$ cat config.mk
export PLATFORM = sky130hd
export DESIGN_NAME = fetch_unit
export DESIGN_NICKNAME = d
export VERILOG_FILES = /design/src/rtl/fetch_unit.sv
export SDC_FILE = /design/constraint.sdc
export NUM_CORES = 1
export LEC_CHECK = 0
export CORE_ASPECT_RATIO = 1.75
export CORE_MARGIN = 8
export CORE_UTILIZATION = 55
export DETAILED_ROUTE_END_ITERATION = 8
export PLACE_DENSITY_LB_ADDON = 0.1
export SYNTH_ARGS = -nofsm -noshare
export SYNTH_HDL_FRONTEND = slang
export SYNTH_SLANG_ARGS = --single-unit
$ cat constraint.sdc
create_clock -name clk -period 13.9 [get_ports clk]
set_input_delay 2.78 -clock clk [delete_from_list [all_inputs] [get_ports clk]]
set_output_delay 2.78 -clock clk [all_outputs]
set_load 0.005 [all_outputs]
$ cat src/rtl/fetch_unit.sv
// fetch_unit: instruction fetch front end.
// Keeps a word-aligned PC, reads the instruction memory at that PC, and buffers
// up to two {instr, pc} entries for the decode stage. A fetched HALT_WORD is
// buffered, PC stays on it, and fetching stops until a redirect. A redirect
// flushes the buffer and restarts fetching at the new aligned address.
//
// Ports:
//   clk, reset        : clock, synchronous active-high reset
//   imem_address      : byte address to instruction memory (PC, low bits zero)
//   imem_instruction  : combinational read data for imem_address
//   redirect          : branch/jump taken, flush and refetch
//   redirect_pc       : new fetch byte address when redirect=1
//   out_valid         : head entry valid
//   out_ready         : decode accepts the head entry this cycle
//   out_instr, out_pc : head entry instruction and byte address
//   halted            : unit is in HALTED state
module fetch_unit #(
  parameter int unsigned       Isize     = 32,
  parameter logic [Isize-1:0]  RESET_PC  = '0,
  parameter logic [Isize-1:0]  HALT_WORD = 32'hFFFF_FFFF
) (
  input  logic             clk,
  input  logic             reset,
  output logic [Isize-1:0] imem_address,
  input  logic [Isize-1:0] imem_instruction,
  input  logic             redirect,
  input  logic [Isize-1:0] redirect_pc,
  output logic             out_valid,
  input  logic             out_ready,
  output logic [Isize-1:0] out_instr,
  output logic [Isize-1:0] out_pc,
  output logic             halted
);

  localparam logic [0:0] RUN    = 1'b0;
  localparam logic [0:0] HALTED = 1'b1;

  // PC is held as a word index; the byte offset bits are always zero.
  logic [Isize-3:0] pc_word;
  logic [0:0]       state;
  logic [1:0]       count;
  logic             wr_ptr;
  logic             rd_ptr;
  logic [Isize-1:0] fifo_instr [2];
  logic [Isize-1:0] fifo_pc    [2];

  logic push;
  logic pop;
  logic is_halt;
  logic unused_low_bits;

  assign unused_low_bits = ^redirect_pc[1:0];

  assign imem_address = {pc_word, 2'b00};
  assign is_halt      = (imem_instruction == HALT_WORD);

  // Push eligibility looks at the count at cycle start, so a full buffer
  // does not accept a new entry even when the head leaves this cycle.
  assign push = (state == RUN) && (count != 2'd2) && !redirect;
  assign pop  = (count != 2'd0) && out_ready && !redirect;

  assign out_valid = (count != 2'd0);
  assign out_instr = out_valid ? fifo_instr[rd_ptr] : '0;
  assign out_pc    = out_valid ? fifo_pc[rd_ptr]    : '0;
  assign halted    = (state == HALTED);

  always_ff @(posedge clk) begin
    if (reset) begin
      pc_word <= RESET_PC[Isize-1:2];
      state   <= RUN;
      count   <= '0;
      wr_ptr  <= 1'b0;
      rd_ptr  <= 1'b0;
      for (int unsigned i = 0; i < 2; i++) begin
        fifo_instr[i] <= '0;
        fifo_pc[i]    <= '0;
      end
    end else if (redirect) begin
      pc_word <= redirect_pc[Isize-1:2];
      state   <= RUN;
      count   <= '0;
      wr_ptr  <= 1'b0;
      rd_ptr  <= 1'b0;
    end else begin
      if (pop) begin
        rd_ptr <= ~rd_ptr;
      end
      if (push) begin
        fifo_instr[wr_ptr] <= imem_instruction;
        fifo_pc[wr_ptr]    <= {pc_word, 2'b00};
        wr_ptr             <= ~wr_ptr;
        if (is_halt) begin
          state <= HALTED;
        end else begin
          pc_word <= pc_word + 1'b1;
        end
      end
      case ({push, pop})
        2'b10:   count <= count + 2'd1;
        2'b01:   count <= count - 2'd1;
        default: count <= count;
      endcase
    end
  end

endmodule

==> load_flow_metrics.sql <==
INSERT INTO impl_metrics (metric_group, metric, value, unit) VALUES
('routing', 'vias', '5804', ''),
('setup_path', 'path_common_cell', 'sky130_fd_sc_hd__buf_4', ''),
('final_layout', 'n_antenna_cell', '0', ''),
('power_and_ir_drop', 'power.combinational.fraction', '0.099', ''),
('place', 'buffer_ports.inserted', '159', ''),
('synthesis', 'post-synth-top-count-cell', 'sky130_fd_sc_hd__edfxtp_1', ''),
('power_and_ir_drop', 'p_sw_frac', '0.243', ''),
('sta', 'finalClockSkew', '0.0161', 'ns'),
('sta', 'finalSetupTns', '0', 'ns'),
('place', 'place_ws', '8.04', 'ns'),
('die', 'number_of_cell_rows', '57', ''),
('clock_tree', 'post_cts_hold_fix_bufs', '0', ''),
('clock_tree', 'clk_transition_reported_paths', '0.06', 'ns'),
('sta', 'final_min_period_over_clock_period', '0.392', ''),
('grt', 'grt_usage', '0.213', ''),
('synthesis', 'mean_cell_area_of_the_mapped_netlist', '11.3', 'um2'),
('routing', 'route.final.wire_length', '19200', 'um'),
('synthesis', 'commonest_cells_in_the_synthesized_netlist', 'sky130_fd_sc_hd__edfxtp_1 (124), sky130_fd_sc_hd__and2_1 (109), sky130_fd_sc_hd__nor2_1 (87)', ''),
('status', 'run_status', 'complete, no violations', ''),
('place', 'placedInstanceArea', '9410', 'um2'),
('clock_tree', 'tritoncts', 'yes', ''),
('sta', 'hold_viol_final', '0', ''),
('grt', 'number_of_global_route_vias_before_repair', '6013', ''),
('die', 'initial_core_util', '0.558', ''),
('setup_path', 'critical_path_peak_fanout', '62', ''),
('synthesis', 'postSynth.topFlopCell', 'sky130_fd_sc_hd__edfxtp_1', ''),
('synthesis', 'synth_edf_count', '124', ''),
('min_path', 'hp-class', 'reg -> reg', ''),
('setup_path', 'arrival_time_at_the_worst_endpoint', '5.49', 'ns'),
('clock_tree', 'insertion_delay', '0.43', 'ns'),
('final_layout', 'syn_to_final_growth', '30.0', '%'),
('synthesis', 'ys_async_sr_fraction', '0', ''),
('sta', 'hold_ws', '0.499', 'ns'),
('setup_path', 'critPathKind', 'in -> reg', ''),
('synthesis', 'yosys.area_share.adder', '0.00326', ''),
('sta', 'timing_max_transition_violations_final', '0', ''),
('synthesis', 'synth-seq-area-share', '0.579', ''),
('clock_tree', 'cts.sinks', '160', ''),
('synthesis', 'dominant_combinational_cell_family_by_area_after_synthesis', 'simple AND/OR/NAND/NOR gates', ''),
('synthesis', 'synth_mux_area_frac', '0.0808', ''),
('synthesis', 'post_synth_xor_area_fraction', '0.0126', ''),
('routing', 'dr.first_iter.drc_count', '342', ''),
('clock_tree', 'cts_setup_buffers', '0', ''),
('power_and_ir_drop', 'cellLeakagePower', '3.40', 'nW'),
('power_and_ir_drop', 'net_switching_power_figure', '0.274', 'mW'),
('final_layout', 'nFillCells', '969', ''),
('grt', 'grt_first_pass_wirelength', '30500', 'um'),
('sta', 'rsz_0062_raised_after_global_routing', 'false', ''),
('synthesis', 'synth_cell_types', '54', ''),
('sta', 'timing_worst_slew_pin_value', '1.12', 'ns'),
('routing', 'viasPerCell', '5.74', ''),
('setup_path', 'critical_path.cell_chain', 'clkdlybuf4s50_1 -> buf_4 -> or2_2 -> nor3_2 -> buf_4 -> or2_2 -> buf_4', ''),
('flow_run', 'timing.max_cap.violations', '0', ''),
('die', 'top_level_ports', '166', ''),
('synthesis', 'yosys_warnings', '0', ''),
('synthesis', 'netlist.top_cell.by_area', 'sky130_fd_sc_hd__edfxtp_1', ''),
('synthesis', 'post_synth_and_or_nand_nor_area_fraction', '0.214', ''),
('synthesis', 'synth.area.top_cells', 'sky130_fd_sc_hd__edfxtp_1 (49%), sky130_fd_sc_hd__dfxtp_1 (9.4%), sky130_fd_sc_hd__and2_1 (8.9%)', ''),
('setup_path', 'crit_start', 'redirect', ''),
('setup_path', 'cp_required', '13.94', 'ns'),
('die', 'die_w', '105', 'um'),
('power_and_ir_drop', 'power.share.clock', '0.401', ''),
('sta', 'fin_crit_period', '5.44', 'ns'),
('power_and_ir_drop', 'power.density_cell_area', '113', 'nW/um2'),
('final_layout', 'final_net_count', '891', ''),
('die', 'dieHeight', '172', 'um'),
('setup_path', 'critPathCaptureType', 'flip-flop', ''),
('synthesis', 'synth-compound-area-share', '0.0768', ''),
('clock_tree', 'cts_resized', '0', ''),
('clock_tree', 'tritoncts.num_buffers', '17', ''),
('grt', 'overflow', '0', '');
-- layer usage --
layer / routed length, um / global-route usage / vias to the layer above
met1: 7400 / 0.230 / 2817
met5: 0 / 0 / -
li1: - / - / 2768
met2: 10500 / 0.393 / 190
met4: 302 / 0.0768 / 0
met3: 1040 / 0.0500 / 29
-- power groups by stage --
stage | logic [mW] | clock network [mW] | registers [mW]
after global routing | 0.122 | 0.478 | 0.568
after floorplan | 0.0547 | 0 | 0.568
after global placement | 0.109 | 0 | 0.573
final | 0.112 | 0.452 | 0.565
after CTS | 0.113 | 0.458 | 0.565
after detailed placement | 0.112 | 0 | 0.575
-- final cells by class --
| type | instances | area [um2] | share of cell area |
|---|---|---|---|
| sequential | 160 | 4450 | 0.446 |
| multi-input combinational | 462 | 3030 | 0.304 |
| inverter | 12 | 45.0 | 0.00451 |
| timing repair buffer | 168 | 1660 | 0.166 |
| tap | 177 | 221 | 0.0222 |
| clock buffer | 17 | 425 | 0.0426 |
| clock inverter | 15 | 146 | 0.0147 |
-- registers in the layout, summed over array words and instances (netlist names), named ones only --
register    count
count           2
pc_word        30
rd_ptr          1
halted          1
fifo_pc        60
fifo_instr     64
wr_ptr          1
-- worst paths after layout --
path	endpoint	slack, ns	cells past startpoint
worst max-delay path	fifo_pc[1][25]	8.46	7
worst min-delay path	flip-flop	0.50	2
worst max register to register	fifo_pc[1][25]	10.58	6
worst min register to register	flip-flop	0.50	2
-- cell usage in the layout (no fill, tap or decap), drive strengths merged, types with 3 or more instances in the layout --
master	synthesis	final
clkdlybuf4s50	0	159
edfxtp	124	124
and2	111	111
nor2	87	87
mux2i	62	62
dfxtp	36	36
nand2	31	31
nor4	24	24
inv	11	19
clkbuf	41	17
nand4	15	15
a21oi	12	12
a31oi	11	11
or4	10	10
xnor2	9	9
buf	9	9
nand3	7	7
a2111oi	7	7
a211oi	7	7
o211ai	5	5
or3	5	5
o21bai	5	5
a211o	5	5
clkinv	1	5
a311oi	4	4
o21ai	4	4
conb	1	4
and4	4	4
or2	3	3
nor3	3	3
o31a	3	3
-- logic make-up after synthesis --
kind of cell / count (synthesis)
mux: 62
compound gates: 77
flops: 160
buf+inv: 62
other cells: 1
simple gates: 306
xor+xnor: 11
fa+ha+maj: 2
-- metrics by stage --
stage	instances	util	total power, mW
3_5_place_dp	979	0.683	0.687
4_1_cts	1011	0.725	1.14
6_report	1011	0.725	1.13
3_3_place_gp	979	0.683	0.682
2_1_floorplan	684	-	0.623
5_1_grt	1011	0.725	1.17
-- worst register-to-register path, cell delays in order, from the launching register on --
cell                       delay (ns)
sky130_fd_sc_hd__dfxtp_1         0.47
sky130_fd_sc_hd__nand2b_1        0.20
sky130_fd_sc_hd__nand2b_1        0.57
sky130_fd_sc_hd__nor3_2          0.33
sky130_fd_sc_hd__buf_4           0.47
sky130_fd_sc_hd__or2_2           0.20
sky130_fd_sc_hd__buf_4           0.65
(Power assumes the default switching activity.)
==> RTL edit, RTL diff (same flow settings) <==
Make the reset (`reset`) asynchronous in one clocked block. Comments in the files are not updated.
--- a/src/rtl/fetch_unit.sv
+++ b/src/rtl/fetch_unit.sv
@@ -66,3 +66,3 @@
 
-  always_ff @(posedge clk) begin
+  always_ff @(posedge clk or posedge reset) begin
     if (reset) begin
Formal check against the unedited RTL: differs if reset is asserted again (counterexample within 4 cycles, from zero or initial values and one cycle with reset high); with reset held inactive, the same outputs for 4 cycles.
==> RTL edit against the original RTL <==
Setup slack gained 0.078 ns. Register-to-register slack gained 0.73 ns. Routed wire length rose by 0.66%. Sequential cell count shrank 1. Synthesized area rose by 1.7%. Cell area increased by 1.4%. Highest routed layer unchanged. Largest cell class unchanged. Critical path depth down 4.
Power is not compared: it rests on default switching activity, and its combinational part moved more than twofold at a synthesized area within 25%.
==> RTL edit: results (changes against the original RTL) <==
{| class="wikitable"
! Metric !! Value
|-
| Result of the run || finished, final reports clean
|-
| Transition at the pin with the smallest max-transition slack || 1.18 ns (+0.0665 ns)
|-
| Hold Slack || 0.505 ns (+0.00559 ns)
|-
| HPWL after detailed placement || 13100 um (+1.0%)
|-
| Setup Slack @ Placement || 8.94 ns (+0.906 ns)
|-
| Number of distinct library cell variants in the gate-level netlist after synthesis || 43 (-20%)
|-
| Minimum setup slack among reg-to-reg paths || 11.31 ns (+0.73 ns)
|-
| Maximum number of pins on one net before global-route repair || 83 (+30%)
|-
| DR pass1 iterations || 4 (-1)
|-
| Wire length on met2 || 10300 um (-1.4%)
|-
| Delay-heaviest family, CP || flip-flops
|-
| Share of the yosys chip area belonging to registers || 0.510 (-0.0691)
|-
| Nets || 869 (-2.5%)
|-
| Share of synthesized flip-flops with an asynchronous set or reset || 1.00 (+1.00)
|-
| Max Clock Skew || 0.0168 ns (+0.000663 ns)
|-
| Cell depth of the worst min-delay path || 1 (-1)
|-
| Routed metal-1 wirelength || 7830 um (+5.8%)
|-
| Detail Route met3 WL || 813 um (-22%)
|-
| Ranking of synthesized cells by instance count || 159 x dfrtp_1, 129 x mux2_2, 70 x mux2i_1, 70 x nor2_1, 37 x nand2_1
|-
| Number of global-route vias before repair || 6244 (+3.8%)
|-
| Wire length of the first global-routing pass || 32500 um (+6.7%)
|-
| Routed WL per cell || 19.6 um (+2.8%)
|-
| Global routing usage summed across all routing layers || 0.219 (+0.00618)
|-
| Via count || 5654 (-2.6%)
|-
| Top cells by area in the synthesized netlist || dfrtp_1 51%, mux2_2 19%, mux2i_1 9.0%
|}
==> RTL edit: changes by cell type in the layout (fill, tap and decap cells not counted), moves of 10 or more <==
cell	before	now
a31oi_1	11	1
and2_1	109	4
dfrtp_1	0	158
dfxtp_1	35	0
edfxtp_1	124	0
mux2_2	0	129
nor2_1	86	69
nor4_1	22	0
o21ai_0	4	17
==> RTL edit: cell type report <==
class / count / area share
Clock inverter: 15 / 0.0168
Sequential cell: 159 / 0.394
Tap cell: 177 / 0.0219
Multi-Input combinational cell: 449 / 0.360
Inverter: 5 / 0.00235
Clock buffer: 17 / 0.0420
Timing Repair Buffer: 168 / 0.163
==> RTL edit: metrics by stage <==
step                      total power [W]  utilization  std cells  cell area [um2]
final                             0.00144        0.727        990            10100
after floorplan                  0.000826            -        660             7820
after CTS                         0.00146        0.727        990            10100
after global placement           0.000971        0.685        958             9520
after detailed placement         0.000991        0.685        958             9520
after global routing              0.00152        0.727        990            10100
==> RTL edit: worst paths after layout <==
path | start | endpoint
min | fifo_instr[57]$_DFFE_PP0P_ | fifo_instr[57]$_DFFE_PP0P_
max | rd_ptr$_DFFE_PP0P_ | out_pc[27]
max reg2reg | count[0]$_DFFE_PP0P_ | fifo_pc[7]$_DFFE_PP0P_
min reg2reg | fifo_instr[57]$_DFFE_PP0P_ | fifo_instr[57]$_DFFE_PP0P_
max in group asynchronous | reset | fifo_pc[50]$_DFFE_PP0P_
min in group asynchronous | reset | fifo_instr[47]$_DFFE_PP0P_
==> RTL edit: cells by family (layout without fill, tap and decap cells) <==
| logic type | count (synthesis) | after routing | synth area share |
|---|---|---|---|
| mux | 199 | 199 | 0.276 |
| simple gates | 170 | 170 | 0.107 |
| flops | 159 | 159 | 0.510 |
| compound gates | 53 | 53 | 0.0502 |
| buf+inv | 52 | 205 | 0.0298 |
| xor+xnor | 22 | 22 | 0.0247 |
| fa+ha+maj | 1 | 1 | 0.00160 |
| other cells | 1 | 4 | 0.000481 |
==> RTL edit: layer usage <==
layer  vias up  track usage
li1       2627            -
met1      2839        0.254
met2       161        0.383
met3        27       0.0477
met4         0       0.0773
met5         -            0
==> RTL edit: worst register-to-register path: stages, from the launching register on <==
cell and delay, ns:
dfrtp_1 0.46, nand2b_1 0.21, nand2b_1 0.50, nor3b_2 0.39, buf_4 0.47, mux2_2 0.44
==> RTL edit: power groups by stage <==
stage / Clock [W] / Combinational [W] / Sequential (W)
floorplan: 0 / 0.000205 / 0.000621
global placement: 0 / 0.000327 / 0.000643
detailed placement: 0 / 0.000338 / 0.000653
CTS: 0.000474 / 0.000340 / 0.000645
global route: 0.000493 / 0.000364 / 0.000660
finish: 0.000464 / 0.000334 / 0.000644
